--- src/rtl/usbdev_pkg.sv ---
// Shared USB device types: filtered line state and device link state.
// Also holds the D+/D- to line-state decode used by the receive monitor.
package usbdev_pkg;

    typedef enum logic [1:0] {
        LS_SE0 = 2'd0,
        LS_J   = 2'd1,
        LS_K   = 2'd2,
        LS_SE1 = 2'd3
    } line_state_e;

    typedef enum logic [2:0] {
        LINK_DISCONNECTED = 3'd0,
        LINK_POWERED      = 3'd1,
        LINK_ACTIVE       = 3'd2,
        LINK_SUSPENDED    = 3'd3,
        LINK_RESUMING     = 3'd4
    } link_state_e;

    // Full-speed signalling: J is D+ high / D- low, K is the opposite.
    function automatic line_state_e decode_line(input logic [1:0] dp_dn);
        line_state_e ls;
        case (dp_dn)
            2'b00:   ls = LS_SE0;
            2'b10:   ls = LS_J;
            2'b01:   ls = LS_K;
            default: ls = LS_SE1;
        endcase
        return ls;
    endfunction

endpackage

--- src/rtl/usbdev_line_debounce.sv ---
// Stable-count filter: the output takes a new value only after the input has
// held that value for Cycles consecutive samples beyond the first one.
module usbdev_line_debounce #(
    parameter int Width  = 1,
    parameter int Cycles = 4
) (
    input  logic             i_clk,
    input  logic             i_rst_n,
    input  logic [Width-1:0] i_d,
    output logic [Width-1:0] o_q
);

    localparam int CntW = $clog2(Cycles + 1);
    localparam logic [CntW-1:0] CntMax = CntW'(Cycles);

    logic [Width-1:0] r_cand;
    logic [Width-1:0] r_q;
    logic [CntW-1:0]  r_cnt;

    always_ff @(posedge i_clk or negedge i_rst_n) begin
        if (!i_rst_n) begin
            r_cand <= '0;
            r_q    <= '0;
            r_cnt  <= '0;
        end else if (i_d != r_cand) begin
            r_cand <= i_d;
            r_cnt  <= '0;
        end else begin
            if (r_cnt != CntMax) begin
                r_cnt <= r_cnt + 1'b1;
            end
            // Accept on the sample that completes the stable run.
            if (r_cnt == CntMax - 1'b1) begin
                r_q <= r_cand;
            end
        end
    end

    assign o_q = r_q;

endmodule

--- src/rtl/usbdev_line_monitor.sv ---
// USB receive line monitor: filters D+/D-/VBUS, decodes the line state and
// tracks the device link state, emitting one-cycle link events.
module usbdev_line_monitor
    import usbdev_pkg::*;
#(
    parameter int DebounceCycles = 4,
    parameter int VbusDebCycles  = 48,
    parameter int ResetCycles    = 120,
    parameter int SuspendCycles  = 144000
) (
    input  logic        clk_i,
    input  logic        rst_ni,
    input  logic        usb_rx_dp_i,
    input  logic        usb_rx_dn_i,
    input  logic        usb_pwr_sense_i,
    input  logic        pullup_en_i,
    output line_state_e line_state_o,
    output logic        vbus_o,
    output link_state_e link_state_o,
    output logic        bus_reset_o,
    output logic        ev_bus_reset_o,
    output logic        ev_suspend_o,
    output logic        ev_resume_o,
    output logic        ev_connect_o,
    output logic        ev_disconnect_o
);

    localparam int Se0W  = $clog2(ResetCycles + 1);
    localparam int IdleW = $clog2(SuspendCycles + 1);
    localparam logic [Se0W-1:0]  Se0Max  = Se0W'(ResetCycles);
    localparam logic [IdleW-1:0] IdleMax = IdleW'(SuspendCycles);

    logic [1:0]       w_pins;
    logic [0:0]       w_vbus;
    line_state_e      w_line;
    logic             w_rst_hit;
    logic             w_idle_hit;
    link_state_e      r_state;
    link_state_e      w_state_d;
    logic [Se0W-1:0]  r_se0_cnt;
    logic [IdleW-1:0] r_idle_cnt;
    logic             r_se0_seen;
    logic             w_ev_bus_reset, w_ev_suspend, w_ev_resume, w_ev_connect, w_ev_disconnect;
    logic             r_ev_bus_reset, r_ev_suspend, r_ev_resume, r_ev_connect, r_ev_disconnect;

    usbdev_line_debounce #(.Width(2), .Cycles(DebounceCycles)) u_line_deb (
        .i_clk   (clk_i),
        .i_rst_n (rst_ni),
        .i_d     ({usb_rx_dp_i, usb_rx_dn_i}),
        .o_q     (w_pins)
    );

    usbdev_line_debounce #(.Width(1), .Cycles(VbusDebCycles)) u_vbus_deb (
        .i_clk   (clk_i),
        .i_rst_n (rst_ni),
        .i_d     (usb_pwr_sense_i),
        .o_q     (w_vbus)
    );

    assign w_line     = decode_line(w_pins);
    assign w_rst_hit  = (w_line == LS_SE0) && (r_se0_cnt == Se0Max - 1'b1);
    assign w_idle_hit = (w_line == LS_J) && (r_idle_cnt == IdleMax - 1'b1);

    // SE1 is neither idle nor reset, so it clears both counters.
    always_ff @(posedge clk_i or negedge rst_ni) begin
        if (!rst_ni) begin
            r_se0_cnt  <= '0;
            r_idle_cnt <= '0;
            r_se0_seen <= 1'b0;
        end else begin
            if (w_line != LS_SE0) begin
                r_se0_cnt <= '0;
            end else if (r_se0_cnt != Se0Max) begin
                r_se0_cnt <= r_se0_cnt + 1'b1;
            end
            if (w_line != LS_J) begin
                r_idle_cnt <= '0;
            end else if (r_idle_cnt != IdleMax) begin
                r_idle_cnt <= r_idle_cnt + 1'b1;
            end
            r_se0_seen <= (r_state == LINK_RESUMING) && (r_se0_seen || (w_line == LS_SE0));
        end
    end

    always_comb begin
        w_state_d       = r_state;
        w_ev_bus_reset  = 1'b0;
        w_ev_suspend    = 1'b0;
        w_ev_resume     = 1'b0;
        w_ev_connect    = 1'b0;
        w_ev_disconnect = 1'b0;
        if (!w_vbus[0] || !pullup_en_i) begin
            w_state_d       = LINK_DISCONNECTED;
            w_ev_disconnect = (r_state != LINK_DISCONNECTED);
        end else if (w_rst_hit && (r_state != LINK_DISCONNECTED)) begin
            w_state_d      = LINK_ACTIVE;
            w_ev_bus_reset = 1'b1;
        end else begin
            case (r_state)
                LINK_DISCONNECTED: begin
                    w_state_d    = LINK_POWERED;
                    w_ev_connect = 1'b1;
                end
                LINK_ACTIVE: begin
                    if (w_idle_hit) begin
                        w_state_d    = LINK_SUSPENDED;
                        w_ev_suspend = 1'b1;
                    end
                end
                LINK_SUSPENDED: begin
                    if (w_line == LS_K) begin
                        w_state_d = LINK_RESUMING;
                    end
                end
                LINK_RESUMING: begin
                    // Only a proper EOP (SE0 then J) completes the resume.
                    if (w_line == LS_J) begin
                        w_state_d   = r_se0_seen ? LINK_ACTIVE : LINK_SUSPENDED;
                        w_ev_resume = r_se0_seen;
                    end
                end
                default: ;
            endcase
        end
    end

    always_ff @(posedge clk_i or negedge rst_ni) begin
        if (!rst_ni) begin
            r_state         <= LINK_DISCONNECTED;
            r_ev_bus_reset  <= 1'b0;
            r_ev_suspend    <= 1'b0;
            r_ev_resume     <= 1'b0;
            r_ev_connect    <= 1'b0;
            r_ev_disconnect <= 1'b0;
        end else begin
            r_state         <= w_state_d;
            r_ev_bus_reset  <= w_ev_bus_reset;
            r_ev_suspend    <= w_ev_suspend;
            r_ev_resume     <= w_ev_resume;
            r_ev_connect    <= w_ev_connect;
            r_ev_disconnect <= w_ev_disconnect;
        end
    end

    assign line_state_o    = w_line;
    assign vbus_o          = w_vbus[0];
    assign link_state_o    = r_state;
    assign bus_reset_o     = (r_se0_cnt == Se0Max) && (w_line == LS_SE0);
    assign ev_bus_reset_o  = r_ev_bus_reset;
    assign ev_suspend_o    = r_ev_suspend;
    assign ev_resume_o     = r_ev_resume;
    assign ev_connect_o    = r_ev_connect;
    assign ev_disconnect_o = r_ev_disconnect;

endmodule
--- config.mk ---
export PLATFORM = sky130hd
export DESIGN_NAME = usbdev_line_monitor
export DESIGN_NICKNAME = d
export VERILOG_FILES = /design/src/rtl/usbdev_pkg.sv /design/src/rtl/usbdev_line_debounce.sv /design/src/rtl/usbdev_line_monitor.sv
export SDC_FILE = /design/constraint.sdc
export NUM_CORES = 1
export LEC_CHECK = 0
export BUFFER_PORTS_ARGS = -buffer_cell sky130_fd_sc_hd__buf_2
export CAP_MARGIN = 10
export CORE_MARGIN = 8
export CORE_UTILIZATION = 59
export DETAILED_ROUTE_END_ITERATION = 7
export PLACE_DENSITY_LB_ADDON = 0.12
export SKIP_LAST_GASP = 1
export SYNTH_ARGS = -nofsm -noshare
export SYNTH_HDL_FRONTEND = slang
export SYNTH_SLANG_ARGS = --single-unit
--- constraint.sdc ---
create_clock -name clk_i -period 2 [get_ports clk_i]
set_input_delay 0.2 -clock clk_i [delete_from_list [all_inputs] [get_ports clk_i]]
set_output_delay 0.2 -clock clk_i [all_outputs]
set_load 0.1 [all_outputs]
==> metrics.cfg, run 1 <==
[min_path]
min_path_type=primary input to flop

[die]
start_util=0.615
core_area_sq_um=4030
die_h_um=80.8
die_x_um=80.8
ios=18
die_area_sq_um=6530
rows=23

[placed_design]
portBuffers=17
dp_hpwl_mm=3.38
gp_congestion=0.837
place_inst=311
post-place-ws_ps=215

[synth]
synth-seq-area-share=0.495
synthArstFlopShare=1.00
ys.flop_type=dfrtp_1
ys.warnings.count=0
syn-num-nets=264
postSynthCellCount=249
synth_area_sq_um=2480
ys_types=42
ys_ff_latch=49
syn_avg_cell_area_sq_um=9.94
synth-edff-count=0

[grt]
grt.total_usage=0.161
grt_util_met3=0.0486
grt_pass1_vias=1825
grt_pass1_wl_mm=8.27
use_met2=0.272
grt_overflow=0
grt_max_degree=29
grt.busiest_layer=met2
grt_use_met1=0.190
antenna_found_initial=0

[sta]
slew_violations=0
min_period_ps=1850
period_share=0.924
fin_ws_ps=151
tns_ps=0
slew_headroom=0.655
clock.fmax_mhz=541
finalSetupViolations=0
tightestPinTransition_ps=518
fin_worst_hold_slack_ps=22.6
finalClockSkew_ps=10.8
rsz0062_at_grt=no
hold_viol=0

[setup_path]
arrival_ps=1650
critPathLaunchType=flop
cp_cell_sequence=or2_0 > buf_4 > nor3_4 > buf_12
path_delay_family=flip-flops
cp.required_ps=1800
cp.buffers_inverters=2
crit_fanout=10
worstSetupEndpointType=output port
slowest_delay_ps=490
crit_type=flop to output port
crit_slowest_cell=dfrtp_1

[finish]
mostFrequentLayoutCells=46 x dfrtp_1, 30 x nor2_1, 17 x nand3_1, 16 x buf_2, 14 x xor2_1
drive_gt1_frac=0.167
nets=284
final_common_cell=dfrtp_1
instances_no_fill=320
area_growth_pct=11.4
diodes=0

[clocking]
clk_path_buf_depth=2
cts_resized=0
clkLatencyLatePin_ps=300
cts_sinks=49
cts_setup_buffers=0
cts_buffers=5
h-tree-depth=2
cts_tree=built
path_clk_slew_ps=80
hold_buffers=1
cts_root_buf=clkbuf_8

[detailed_routing]
ant_nets=0
drc=0
vias=1851
drt_iter0_drc=60
wl_per_cell_um=14.5
drtPass1Iterations=4
wl_mm=4.65
vias_per_cell=5.78

[pwr]
p_leak_nw=1.18
p_per_area_nw_per_um2=783
power_mw=2.16
max-vdd-ir-drop_mv=0.689

[job]
maxCapViolCount=0

[outcome]
outcome=finished, final reports clean

[layer usage]
layer  wire (um)  vias up  share of wire
met4          76        0          0.016
met3         163        8          0.035
met1        2110      905           0.45
li1            -      906              -
met5           0        -              0
met2        2290       32           0.49
[synthesized netlist by cell type (7+ instances only)]
library cell	number	area, sq um
nand4_1	8	50.1
nor3_1	7	35.0
clkbuf_1	10	37.5
nand2_1	13	48.8
nand3_1	17	85.1
inv_1	12	45.0
dfrtp_1	49	1230
ha_1	9	113
nor2_1	30	113
xnor2_1	11	96.3
o21ai_0	7	35.0
xor2_1	14	123
a21oi_1	12	60.1
[cell families (layout without fill, tap and decap cells)]
logic type      count (synthesis)  in the layout  share of synthesized area
flops                          49             49                      0.495
fa+ha+maj                       9              9                     0.0455
mux                             4              4                     0.0172
xor+xnor                       25             25                     0.0884
compound gates                 30             30                     0.0743
buf+inv                        23             44                     0.0364
simple gates                  109            109                      0.243
[where the power goes]
group          internal (mW)  leakage, nW  switching, mW
Combinational          0.159        0.482          0.261
Sequential              1.08        0.652          0.104
Clock                  0.243       0.0450          0.318
[state kept, by name, summed over array words and instances (netlist names)]
register / count
u_vbus_deb.o_q: 1
u_line_deb.r_cand: 2
u_line_deb.o_q: 2
r_se0_cnt: 7
u_line_deb.r_cnt: 3
ev_connect_o: 1
link_state_o: 3
ev_suspend_o: 1
r_idle_cnt: 18
r_se0_seen: 1
ev_disconnect_o: 1
u_vbus_deb.r_cand: 1
u_vbus_deb.r_cnt: 6
ev_resume_o: 1
ev_bus_reset_o: 1
[final timing paths]
kind | start | endpoint | slack [ps] | cells after the start
setup / recovery | u_line_deb.o_q[0] | bus_reset_o | 150 | 4
max in group asynchronous | rst_ni | link_state_o[1] | 1060 | 3
min in group asynchronous | rst_ni | r_idle_cnt[10] | 400 | 2
setup reg to reg | r_idle_cnt[0] | r_idle_cnt[16] | 190 | 5
hold reg to reg | r_se0_seen | ev_resume_o | 530 | 2
hold / removal | usb_rx_dn_i | u_line_deb.r_cand[0] | 20 | 1
[worst reg2reg max path, stage by stage (launching register included)]
cell	delay, ps
dfrtp_1	470
ha_1	300
nand3_1	160
or2_2	330
or3_1	350
a21oi_1	140
[layout make-up]
type	instances	area, sq um
fillers	339	1270
flip-flops and latches	49	1230
multi-input cells	177	1170
repair buffers	24	168
clock buffers	6	72.6
well taps	50	62.6
inverters	12	45.0
clock inverters	2	10.0
[stage by stage]
stage | util | area, sq um
after floorplan | - | 2490
after global placement | 0.662 | 2670
after detailed placement | 0.662 | 2670
after CTS | 0.685 | 2760
after global routing | 0.685 | 2760
final | 0.685 | 2760
Power figures use the tool's default switching activity.
==> inputs of run 2 (changes only) <==
--- a/config.mk
+++ b/config.mk
@@ -7,6 +7,7 @@
 export LEC_CHECK = 0
 export BUFFER_PORTS_ARGS = -buffer_cell sky130_fd_sc_hd__buf_2
 export CAP_MARGIN = 10
+export CORE_ASPECT_RATIO = 1.1
 export CORE_MARGIN = 8
 export CORE_UTILIZATION = 59
 export DETAILED_ROUTE_END_ITERATION = 7
==> run 2 against run 1 <==
- maximum frequency rose by 0.71%
- global-route usage rose by 0.059 points
- routed wire length rose by 2.6%
- design area rose by 0.14%
- sequential share of layout area fell by 0.061 points
- via count rose by 1.4%
- clock power rose by 2%
- clock skew fell by 1.7 ps
- sequential power barely moved
- critical path type unchanged
- first-iteration DRC count rose by 22%
==> metrics.cfg, run 2 (synthesis gave the netlist of run 1 again) <==
[outcome]
outcome=finished, final reports clean

[grt]
grt_pass1_vias=1850
grt_overflow=0
antenna_found_initial=0
grt_pass1_wl_mm=8.67
grt_max_degree=29
grt.total_usage=0.161

[sta]
finalSetupViolations=0
period_share=0.918
tns_ps=0
slew_violations=0
finalClockSkew_ps=9.07
fin_ws_ps=164
clock.fmax_mhz=545
slew_headroom=0.660
hold_viol=0
fin_worst_hold_slack_ps=22.2
tightestPinTransition_ps=510
min_period_ps=1840
rsz0062_at_grt=no

[setup_path]
crit_type=flop to output port
slowest_delay_ps=480
arrival_ps=1640
reg2reg_depth=5
critPathLaunchType=flop
worstSetupEndpointType=output port
crit_fanout=10
cp.required_ps=1800
cp_cell_sequence=or2_0 > buf_4 > nor3_4 > buf_12
crit_slowest_cell=dfrtp_1

[finish]
area_growth_pct=11.6
final_common_cell=dfrtp_1
regMostFlops=r_idle_cnt
diodes=0
top_regs=r_idle_cnt (18), r_se0_cnt (7), u_vbus_deb.r_cnt (6)
nets=284
instances_no_fill=322
mostFrequentLayoutCells=46 x dfrtp_1, 30 x nor2_1, 17 x nand3_1, 16 x buf_2, 14 x xor2_1
finalInstanceArea_sq_um=2760
largest_register_ffs=18
drive_gt1_frac=0.163

[pwr]
p_leak_nw=1.17
p_sw_mw=0.692
p_per_area_nw_per_um2=787
max-vdd-ir-drop_mv=0.700
power.share.switching=0.318
p_int_mw=1.48
power_frac_comb=0.197
power_frac_seq=0.541
power.share.clock=0.262

[clocking]
clkLatencyLatePin_ps=300
cts_sinks=49
cts_resized=0
clk_path_buf_depth=2
cts_tree=built
cts_root_buf=clkbuf_8
cts_buffers=5
cts_setup_buffers=0
h-tree-depth=2
path_clk_slew_ps=80

[min_path]
whs_path_depth=1
min_path_type=primary input to flop

[die]
die_h_um=83.9
start_util=0.620
die_x_um=77.8
die_area_sq_um=6530
ios=18
core_area_sq_um=3990
rows=24

[detailed_routing]
drc=0
vias_per_cell=5.83
wl_per_cell_um=14.8
ant_nets=0
vias=1876
drtPass1Iterations=6
wl_mm=4.77
drt_iter0_drc=73

[placed_design]
place_inst=313
post-place-ws_ps=211
post_dp_cell_area_sq_um=2670
dp_hpwl_mm=3.46
portBuffers=17
gp_congestion=0.836

[job]
maxCapViolCount=0

run 2: power groups by stage:
stage	Combinational (mW)	Sequential (mW)	Clock (mW)
2_1_floorplan	0.313	1.19	0
3_3_place_gp	0.420	1.19	0
3_5_place_dp	0.429	1.19	0
4_1_cts	0.433	1.18	0.587
5_1_grt	0.480	1.19	0.627
6_report	0.428	1.18	0.570
run 2: layer usage:
| metal | vias up | GRT usage | share of wire |
|---|---|---|---|
| met5 | - | 0 | 0 |
| met3 | 12 | 0.0506 | 0.053 |
| met2 | 49 | 0.253 | 0.49 |
| met4 | 0 | 0.0739 | 0.022 |
| met1 | 907 | 0.196 | 0.43 |
| li1 | 908 | - | - |
run 2: final timing paths:
kind                              startpoint                   end  slack, ps
max reg2reg                    r_idle_cnt[0]        r_idle_cnt[16]        190
min in group asynchronous             rst_ni   u_vbus_deb.r_cnt[4]        400
max                        u_line_deb.o_q[0]           bus_reset_o        160
min                              usb_rx_dn_i  u_line_deb.r_cand[0]         20
min reg2reg                       r_se0_seen           ev_resume_o        540
max in group asynchronous             rst_ni       link_state_o[1]       1080
run 2: what timing repair did:
action,in CTS,in global routing
setup endpoints to repair,0,0
hold endpoints to repair,21,0
hold buffers,1,0
run 2: area by class of cell:
type                    count  area (sq um)
flip-flops and latches     49          1230
multi-input cells         177          1170
well taps                  52          65.1
repair buffers             24           168
inverters                  12          45.0
clock buffers               7          76.3
fillers                   314          1230
clock inverters             1          7.51
run 2: metrics by stage:
stage	util	power (mW)
final	0.692	2.17
after global routing	0.692	2.30
after CTS	0.692	2.20
after detailed placement	0.668	1.62
after global placement	0.668	1.61
after floorplan	-	1.50
run 2: worst max-delay path, delay by kind of cell, from the launching register on:
family        cells  cell delay [ps]
flops             1              480
simple gates      2              470
buf+inv           2              380
